<file path="src/rtl/hall98_fetch.sv">
// hall98_fetch: loadable program sequencer driving the hall98 core instruction interface.
// Define HALL98_FETCH_GAP_EN to zero opcode/re/n during every FETCH cycle.
module hall98_fetch #(
  parameter int DEPTH       = 16,
  parameter int AW          = 4,
  parameter int HOLD_CYCLES = 50
) (
  input  logic          iclock,
  input  logic          irst_n,
  input  logic          prog_we,
  input  logic [AW-1:0] prog_addr,
  input  logic [27:0]   prog_wdata,
  input  logic          start,
  output logic [31:0]   opcode,
  output logic [31:0]   re,
  output logic [31:0]   n,
  output logic          flag,
  output logic          busy,
  output logic          done,
  output logic          err,
  output logic [AW-1:0] pc
);
  localparam int CW = HOLD_CYCLES > 1 ? $clog2(HOLD_CYCLES) : 1;
  typedef enum logic [1:0] {IDLE, FETCH, ISSUE, DONE} state_t;
  state_t state_q, state_d;
  logic [27:0] mem [DEPTH];
  logic [27:0] ent;
  logic legal, term;
  logic start_q, start_d, flag_q, flag_d, err_q, err_d;
  logic [31:0] op_q, op_d, re_q, re_d, n_q, n_d;
  logic [CW-1:0] cnt_q, cnt_d;
  logic [AW-1:0] pc_q, pc_d;
  always_ff @(posedge iclock)
    if (prog_we && state_q == IDLE) mem[prog_addr] <= prog_wdata;
  assign ent   = mem[pc_q];
  assign legal = ent[7:0] >= 8'h45 && ent[7:0] <= 8'h4A;
  assign term  = ent[7:0] == 8'h00;
  always_comb begin
    state_d = state_q;
    start_d = start && state_q == IDLE;
    pc_d    = pc_q;
    cnt_d   = cnt_q;
    flag_d  = flag_q;
    err_d   = err_q;
    op_d    = op_q;
    re_d    = re_q;
    n_d     = n_q;
    case (state_q)
      IDLE: if (start_q) begin
        pc_d    = '0;
        flag_d  = 1'b0;
        err_d   = 1'b0;
        state_d = FETCH;
      end
      FETCH: if (legal) begin
        op_d    = {24'b0, ent[7:0]};
        re_d    = {28'b0, ent[11:8]};
        n_d     = {{16{ent[27]}}, ent[27:12]};
        cnt_d   = CW'(HOLD_CYCLES - 1);
        state_d = ISSUE;
      end else begin
        err_d   = err_q | ~term;
        state_d = DONE;
      end
      ISSUE: if (cnt_q != '0) cnt_d = cnt_q - 1'b1;
        else if (pc_q != AW'(DEPTH - 1)) begin
          pc_d    = pc_q + 1'b1;
          state_d = FETCH;
        end else state_d = DONE;
      default: state_d = IDLE;
    endcase
    // flag and the zeroed outputs appear on the same edge that enters DONE
    if (state_d == DONE) begin
      flag_d = 1'b1;
      op_d   = '0;
      re_d   = '0;
      n_d    = '0;
    end
`ifdef HALL98_FETCH_GAP_EN
    if (state_d == FETCH) begin
      op_d = '0;
      re_d = '0;
      n_d  = '0;
    end
`endif
  end
  always_ff @(posedge iclock)
    if (!irst_n) begin
      state_q <= IDLE;
      start_q <= 1'b0;
      pc_q    <= '0;
      cnt_q   <= '0;
      flag_q  <= 1'b0;
      err_q   <= 1'b0;
      op_q    <= '0;
      re_q    <= '0;
      n_q     <= '0;
    end else begin
      state_q <= state_d;
      start_q <= start_d;
      pc_q    <= pc_d;
      cnt_q   <= cnt_d;
      flag_q  <= flag_d;
      err_q   <= err_d;
      op_q    <= op_d;
      re_q    <= re_d;
      n_q     <= n_d;
    end
  assign opcode = op_q;
  assign re     = re_q;
  assign n      = n_q;
  assign flag   = flag_q;
  assign err    = err_q;
  assign pc     = pc_q;
  assign busy   = state_q != IDLE;
  assign done   = state_q == DONE;
endmodule

</file>
<file path="config.mk">
export PLATFORM = sky130hd
export DESIGN_NAME = hall98_fetch
export DESIGN_NICKNAME = d
export VERILOG_FILES = /design/src/rtl/hall98_fetch.sv
export SDC_FILE = /design/constraint.sdc
export NUM_CORES = 1
export LEC_CHECK = 0
export CORE_MARGIN = 1
export CORE_UTILIZATION = 53
export DETAILED_ROUTE_END_ITERATION = 6
export PLACE_DENSITY = 0.82
export SYNTH_ARGS = -nofsm -noshare
export SYNTH_HDL_FRONTEND = slang
export SYNTH_SLANG_ARGS = --single-unit
</file>
<file path="constraint.sdc">
create_clock -name iclock -period 3.5 [get_ports iclock]
set_input_delay 0.525 -clock iclock [delete_from_list [all_inputs] [get_ports iclock]]
set_output_delay 0.525 -clock iclock [all_outputs]
set_load 0.1 [all_outputs]
</file>
==> run summary, run 1 <==
Setup violations remaining at the end of the flow were counted as 0. The clock slew at the register clock pins of the worst setup and hold paths came out at 60 ps. The total setup buffers inserted after CTS came out at 0. The starting density of the core is 54.3%. In the post-synthesis netlist, the biggest area contributors are edfxtp_1, mux4_2, dfxtp_1, buf_4, nand2_1. The H-tree depth reported by CTS is 2. The share of flip-flops with an asynchronous set or reset after synthesis came out at 0%. The weighted congestion at the end of routability-driven global placement came out at 0.790. By area, the combinational part of the netlist is dominated by multiplexers.

Summing the sequential cell areas from Yosys gives roughly 74% of the chip area. The parity-gate share of the synthesized area counting xor and xnor cells is less than 1%. Among the stages of the critical path, the cell type that occurs most often is buf_4. The worst relative slew slack came out at between 30% and 40%. In this run the worst hold path is classified as register to register. The total global routing overflow came out at 0. The clock reaches the later pin of the worst-skew pair after approximately 560 ps. The half-perimeter wire length after detailed placement came out at roughly 22 mm.

The total detailed-routing wirelength is between 40 and 50 mm. The total of cells resized after clock tree synthesis is 0. The filler cell count in the final layout is ~2,400. The flow ran to the end, and the final reports show no timing, DRC or antenna violations. The final net count came out at approximately 1,100. The final cycle utilization of the critical path came out at 90.3%. The maximum number of pins on one net before global-route repair is 74. The number of global-route vias before repair is 9,900. The first global-routing pass estimated 62.6 mm of wire. The most common cell in the synthesized netlist is edfxtp_1.

The endpoint type of the worst setup path is a register. The most utilized layer in the global route result is met2. The total number of clock tree sinks is 495. For the pin with the worst max-slew slack, the measured transition is 1010 ps. The most used flip-flop cell after synthesis is edfxtp_1. The number of different library cells in the post-synthesis netlist is 56.

The floorplan row count is 69. The initial antenna violation count came out at 2. The starting DRC count in detailed routing came out at between 1,000 and 1,500.

The critical-path maximum fanout is 23. TritonCTS built the clock tree. The count of final hold-check violations is 0. The synthesis warning total is 0. In the final routed layout, each cell accounts on average for 26.8 µm. CTS placed an instance of clkbuf_16 at the clock tree root. The number of flops mapped to enable cells by yosys came out at 448. Hold repair after CTS inserted 0 buffers. The total vias in the final route came out at between 9,000 and 10,000. The share of final-layout standard cells stronger than drive strength 1 came out at 25.5%. The summed instance area of the synthesized netlist came out at 19,500 µm². Setup repair after global routing left no endpoint under its margin. The slowest stage of the critical path is the dfxtp_2 cell.

Sorting the synthesized cells by how often they occur yields edfxtp_1, mux4_2, buf_4. The length of the first detailed-routing pass in iterations is 5. The number of ports placed on the die boundary came out at 140.

Across the routed clock network, the largest skew measured is approximately 15 ps. The core occupancy in the finished layout is between 60% and 70%. The share of the synthesized area in the top cell type is 68.9%.

The die covers 37,600 µm². The max-cap check violation count came out at 0. The area growth from synthesis to final layout is 14.7%. TritonCTS created 48 clock buffers.

Synthesis inferred 495 register bits. The worst setup path is launched from a register. Using the TritonRoute via totals, the vias-per-cell ratio works out to 6.13. The data arrival at the endpoint of the critical path is 3590 ps. The routing usage on met1 is 31.2%. The critical path class is register to register. The count of port buffers added during placement is 87. The synthesized netlist devotes 3.21% of its cell area to compound gates.

Hold timing on the final database bottoms out at a slack of 454 ps. The total routing usage reported by global routing is 22.9%. The required time at the endpoint of the critical path came out at between 3000 and 4000 ps. The areal power density over the cells came out at about 570 nW/µm². The biggest area contributor in the post-synthesis netlist is edfxtp_1.

The synthesized area divided by synthesized cell count is ~20 µm². The delay of the slowest cell on the worst path is just under 700 ps. For this run, global-route usage on met2 was measured as 38.1%. After Yosys synthesis, and, or, nand and nor cells account for under 10% of the synthesized area. The total area inside the core boundary comes to 35,900 µm². For this design the static power due to leakage is 7.05 nW. The number of antenna-violating nets in the routed design came out at 0. Walking the worst path, the cells encountered are buf_4 > mux4_2 > mux2i_1 > mux2_2 > nor2_1 > a2bb2oi_4 > buf_4 > o31ai_2. The maximum clock frequency came out at between 0.3 and 0.4 GHz. For this run, global-route usage on met3 was measured as under 10%.

The max-slew violation count came out at 0. The clock period minus final worst setup slack is 3160 ps. The synthesized netlist cell count is roughly 980.

The die extent in y is 194 µm. For this run, design rule violations remaining after detail routing come to 0. The die boundary width is 194 µm. The worst ir drop on vdd came out at 0.421 mV. The setup total negative slack is 0 ps. The portion of netlist area occupied by mux cells is 14.9%.

The longest clock path from root to sink contains 3 buffers. The post-synthesis share of cell area spent on full adders, half adders and majority gates came out at less than 1%.
==> metal layers <==
layer,share of wire (%),vias up
met1,39,4982
li1,-,4077
met5,0,-
met2,50,588
met4,2.6,0
met3,8.6,89
==> power breakdown <==
part | internal (W) | leakage [nW] | switching (W) | total (W)
Combinational | 0.000293 | 1.87 | 0.000716 | 0.00101
Clock | 0.00294 | 0.758 | 0.00214 | 0.00508
Sequential | 0.00653 | 4.42 | 0.0000417 | 0.00658
Total | 0.00976 | 7.05 | 0.00290 | 0.0127
==> sequential cells by signal, indices dropped and copies added, names as in the netlist, named ones only <==
signal	count
mem	448
n	16
opcode	8
cnt_q	6
pc	4
re	4
state_q	2
err	1
flag	1
start_q	1
==> layout by cell type (no fill, tap or decap), types with 10 or more instances in the layout <==
| cell type | count |
|---|---|
| edfxtp_1 | 448 |
| mux4_2 | 123 |
| clkdlybuf4s50_1 | 69 |
| nand2_1 | 61 |
| conb_1 | 52 |
| clkbuf_16 | 48 |
| dfxtp_1 | 44 |
| buf_4 | 39 |
| nor2_1 | 21 |
| a21oi_1 | 15 |
| mux2i_1 | 13 |
| clkinv_1 | 13 |
| nor2_4 | 12 |
| o31ai_1 | 11 |
| o31ai_2 | 10 |
| buf_12 | 10 |
==> stage by stage <==
| stage | instance area (µm²) | power, W | setup WS, ps | cells |
|---|---|---|---|---|
| floorplan | 19700 | 0.00747 | 107 | 1033 |
| global placement | 20800 | 0.00767 | 487 | 1498 |
| detailed placement | 20800 | 0.00770 | 414 | 1498 |
| CTS | 22400 | 0.0127 | 354 | 1587 |
| global route | 22400 | 0.0130 | 239 | 1589 |
| finish | 22400 | 0.0127 | 339 | 1589 |
==> final timing paths <==
check / start / end / slack [ps] / cells past startpoint
worst min-delay path: opcode[0]$_SDFFE_PP0P_ / opcode[0]$_SDFFE_PP0P_ / 450 / 2
worst min register to register: opcode[0]$_SDFFE_PP0P_ / opcode[0]$_SDFFE_PP0P_ / 450 / 2
worst max-delay path: register / n[10]$_SDFFE_PP0P_ / 340 / 8
worst max register to register: register / n[10]$_SDFFE_PP0P_ / 340 / 8
==> cells by family after synthesis <==
logic type / count (synthesis)
AND/OR/NAND/NOR: 150
other: 1
adder cells (fa/ha/maj): 3
multiplexers: 137
flip-flops: 495
AO/OA/AOI/OAI: 70
XOR/XNOR: 6
buffers and inverters: 120
==> cell type report <==
cell class	instances	area (µm²)	area share, %
Antenna cell	2	5.00	0.0224
Clock buffer	58	1260	5.62
Clock inverter	31	289	1.29
Inverter	6	22.5	0.101
Multi-Input combinational cell	418	4650	20.8
Sequential cell	495	14400	64.3
Tap cell	461	577	2.58
Timing Repair Buffer	118	1180	5.29
==> worst max-delay path, delay by kind of cell, from the launching register on <==
family / cells / cell delay [ps]
buffers and inverters: 2 / 860
multiplexers: 3 / 770
flip-flops: 1 / 690
AO/OA/AOI/OAI: 2 / 620
AND/OR/NAND/NOR: 1 / 90
Note: power is estimated with default switching activity, not from simulation.
==> run 2, diff against run 1 <==
--- a/config.mk
+++ b/config.mk
@@ -9,6 +9,7 @@
 export CORE_UTILIZATION = 53
 export DETAILED_ROUTE_END_ITERATION = 6
 export PLACE_DENSITY = 0.82
+export SLEW_MARGIN = 10
 export SYNTH_ARGS = -nofsm -noshare
 export SYNTH_HDL_FRONTEND = slang
 export SYNTH_SLANG_ARGS = --single-unit
==> results of run 2 <==
No change in the layout: final DEF, timing and power equal those of run 1.
==> run 3, diff against run 2 <==
--- a/config.mk
+++ b/config.mk
@@ -5,7 +5,7 @@
 export SDC_FILE = /design/constraint.sdc
 export NUM_CORES = 1
 export LEC_CHECK = 0
-export CORE_MARGIN = 1
+export CORE_MARGIN = 3
 export CORE_UTILIZATION = 53
 export DETAILED_ROUTE_END_ITERATION = 6
 export PLACE_DENSITY = 0.82
==> run 3 against run 2 <==
Net effect:
- largest cell class unchanged
- critical path type unchanged
- non-clock buffer count did not move
- global-route usage fell by 1.1 points
- highest routed layer unchanged
- first-iteration DRC count decreased by 2.0%
==> run summary, run 3 (synthesis results as in run 1) <==
The cell area reported after detailed placement came out at 20,800 µm². Among all stages on the critical path, the largest delay is contributed by dfxtp_2. The weighted congestion at the end of routability-driven global placement came out at 0.836. Across all register-to-register paths, the minimum setup slack is approximately 420 ps. Headroom to the max-slew limit came out at 31.7%. The areal power density over the cells is between 500 and 600 nW/µm². The global-route wire length before repair is 62.7 mm. The run finished with clean final reports. The power dissipated by switching net loads is 0.00285 W. After global routing the overflow that remains totals 0.

The area growth from synthesis to final layout is 13.9%. After floorplanning, the core was divided into a little under 70 placement rows. The detailed router finished its first iteration with 1,005 violations. The worst setup path is captured at a register. The signal on the critical path passes through buf_4 > mux4_2 > mux2i_1 > mux2i_1 > nor2_1 > a2bb2oi_4 > buf_4 > o31ai_1. The share of final-layout standard cells stronger than drive strength 1 is 26.0%. The die covers between 30,000 and 40,000 µm². The max-cap check violation count is 0.

In the layout the commonest cells are edfxtp_1, mux4_2, clkdlybuf4s50_1. The max-slew violation count was 0. The number of setup buffers added after CTS is 0. The static leakage came out at 7.00 nW.

For this configuration, the core starts out at a cell density of 54.3%. The end of the critical path is n[4]$_SDFFE_PP0P_. The number of buffers created by CTS came out at between 40 and 50. The setup total negative slack is 0 ps. The count of hold-fix buffers inserted at cts is 0.

Leaving out fill and tap cells, the most frequent cell in the layout is edfxtp_1. The DRC violation count after routing came out at 0. In this run the horizontal extent of the chip is a little under 200 µm. In this run the deepest clock path goes through 3 buffers. The portion of total power attributed to sequential cells came out at 53.2%.

The length of the first detailed-routing pass in iterations came out at 5. Setup repair after global routing left no endpoint under its margin. TritonCTS built the clock tree. The number of antenna-violating nets in the routed design is 0. The core box area is 35,900 µm². The count of port buffers added during placement is 87. The power share of the combinational group is under 10%.

Ranked by flip-flop count, first place goes to mem. The slew at the pin closest to its max-slew limit came out at 1020 ps. In this run the count of I/O pins placed on the die edge is between 100 and 150. The wire length per cell came out at ~26 µm. The min-delay analysis places its worst path in the category register to register. Wires add up to 41.9 mm. The H-tree depth reported by CTS is 2.

The count of final hold-check violations was 0. The maximum number of pins on one net before global-route repair is 43. The delay of the slowest cell on the worst path came out at 830 ps. IR analysis of the VDD net gives a maximum drop of 0.323 mV. Counting cells, the worst reg-to-reg path comes to 8.

The required time at the endpoint of the critical path is 3950 ps. The number of vias per cell after detailed routing is a little over 6. The critical-path maximum fanout came out at 24. Hold is met by 445 ps. The clock latency at the later pin of the worst-skew pair is 560 ps. The number of global-route vias before repair came to about 10,000. The switching power share of the total is 23.1%. The register with the most flip-flops in the layout has around 450 of them. The internal power contribution is 0.00952 W. CTS saw a little under 500 sinks.

STA classifies the critical path startpoint as a register. The half-perimeter wire length after detailed placement came out at 22.4 mm. Per report_power, the clock group accounts for 38.8% of the total.

For this block, the via count after detailed routing is 9,679. The data arrival at the endpoint of the critical path is 3530 ps. The worst clock skew on the final layout came out at 20.9 ps. The final cycle utilization of the critical path came out at 88.0%. Once layout is done, the placed cells without fillers occupy 22,200 µm². The critical path is of the register to register type. Clock-pin slew was measured on the worst setup and hold paths at 60 ps. The number of setup violations in the final report is 0. The total routing usage reported by global routing is 21.8%. In this run the critical register-to-register path is captured at n[4]$_SDFFE_PP0P_. The final net count is 1,126.

The initial antenna violation count is 1. The cell at the root of the clock tree is clkbuf_16. The die extent in y came out at 198 µm.

The maximum clock frequency is 0.325 GHz. The clock period minus final worst setup slack came out at 3080 ps. The filler cell count in the final layout came out at 2,380. The total of cells resized after clock tree synthesis is 0.
run 3: changes by cell type in the layout (fill, tap and decap cells not counted), moves of 5 or more:
cell,change
buf_4,+7
bufinv_16,-5
buf_12,-6
clkinv_1,-9
run 3: worst max-delay path, delay by kind of cell, from the launching register on:
| kind | cells | cell delay (ps) |
|---|---|---|
| simple gates | 1 | 260 |
| mux | 3 | 770 |
| flops | 1 | 830 |
| compound gates | 2 | 480 |
| buf+inv | 2 | 600 |
run 3: worst min path at each step:
stage,startpoint,end,slack (ps),cells past startpoint
2_1_floorplan,cnt_q[1]$_SDFFE_PN0P_,cnt_q[1]$_SDFFE_PN0P_,500,2
3_3_place_gp,re[3]$_SDFFE_PP0P_,re[3]$_SDFFE_PP0P_,440,2
3_5_place_dp,opcode[3]$_SDFFE_PP0P_,opcode[3]$_SDFFE_PP0P_,440,2
4_1_cts,opcode[3]$_SDFFE_PP0P_,opcode[3]$_SDFFE_PP0P_,450,2
5_1_grt,opcode[3]$_SDFFE_PP0P_,opcode[3]$_SDFFE_PP0P_,470,2
6_report,opcode[3]$_SDFFE_PP0P_,opcode[3]$_SDFFE_PP0P_,440,2
run 3: layout make-up:
cell class | count | area (µm²) | share of cell area [%]
diodes | 1 | 2.50 | 0.0113
multi-input cells | 418 | 4650 | 20.9
inverters | 6 | 22.5 | 0.101
flip-flops and latches | 495 | 14400 | 64.8
clock inverters | 22 | 123 | 0.551
clock buffers | 67 | 1350 | 6.09
repair buffers | 118 | 1110 | 4.97
well taps | 461 | 577 | 2.59
run 3: power by group through the flow:
stage | clock network (W) | logic (W) | registers [W]
3_5_place_dp | 0 | 0.000982 | 0.00671
2_1_floorplan | 0 | 0.000743 | 0.00673
5_1_grt | 0.00511 | 0.00104 | 0.00659
4_1_cts | 0.00488 | 0.000989 | 0.00658
3_3_place_gp | 0 | 0.000961 | 0.00670
6_report | 0.00481 | 0.000988 | 0.00658
run 3: metrics by stage:
stage                     cells  util (%)  total power (W)  setup slack (ps)
after floorplan            1033         -          0.00747               107
after global placement     1498      57.8          0.00766               601
after detailed placement   1498      57.8          0.00769               470
after CTS                  1587      61.9           0.0125               418
after global routing       1588      61.9           0.0127               218
final                      1588      61.9           0.0124               420
run 3: per-layer routing:
layer	GRT usage, %	routed length (µm)
met1	30.4	16100
met2	35.8	20900
met3	3.45	3730
met4	7.16	1150
met5	0	0
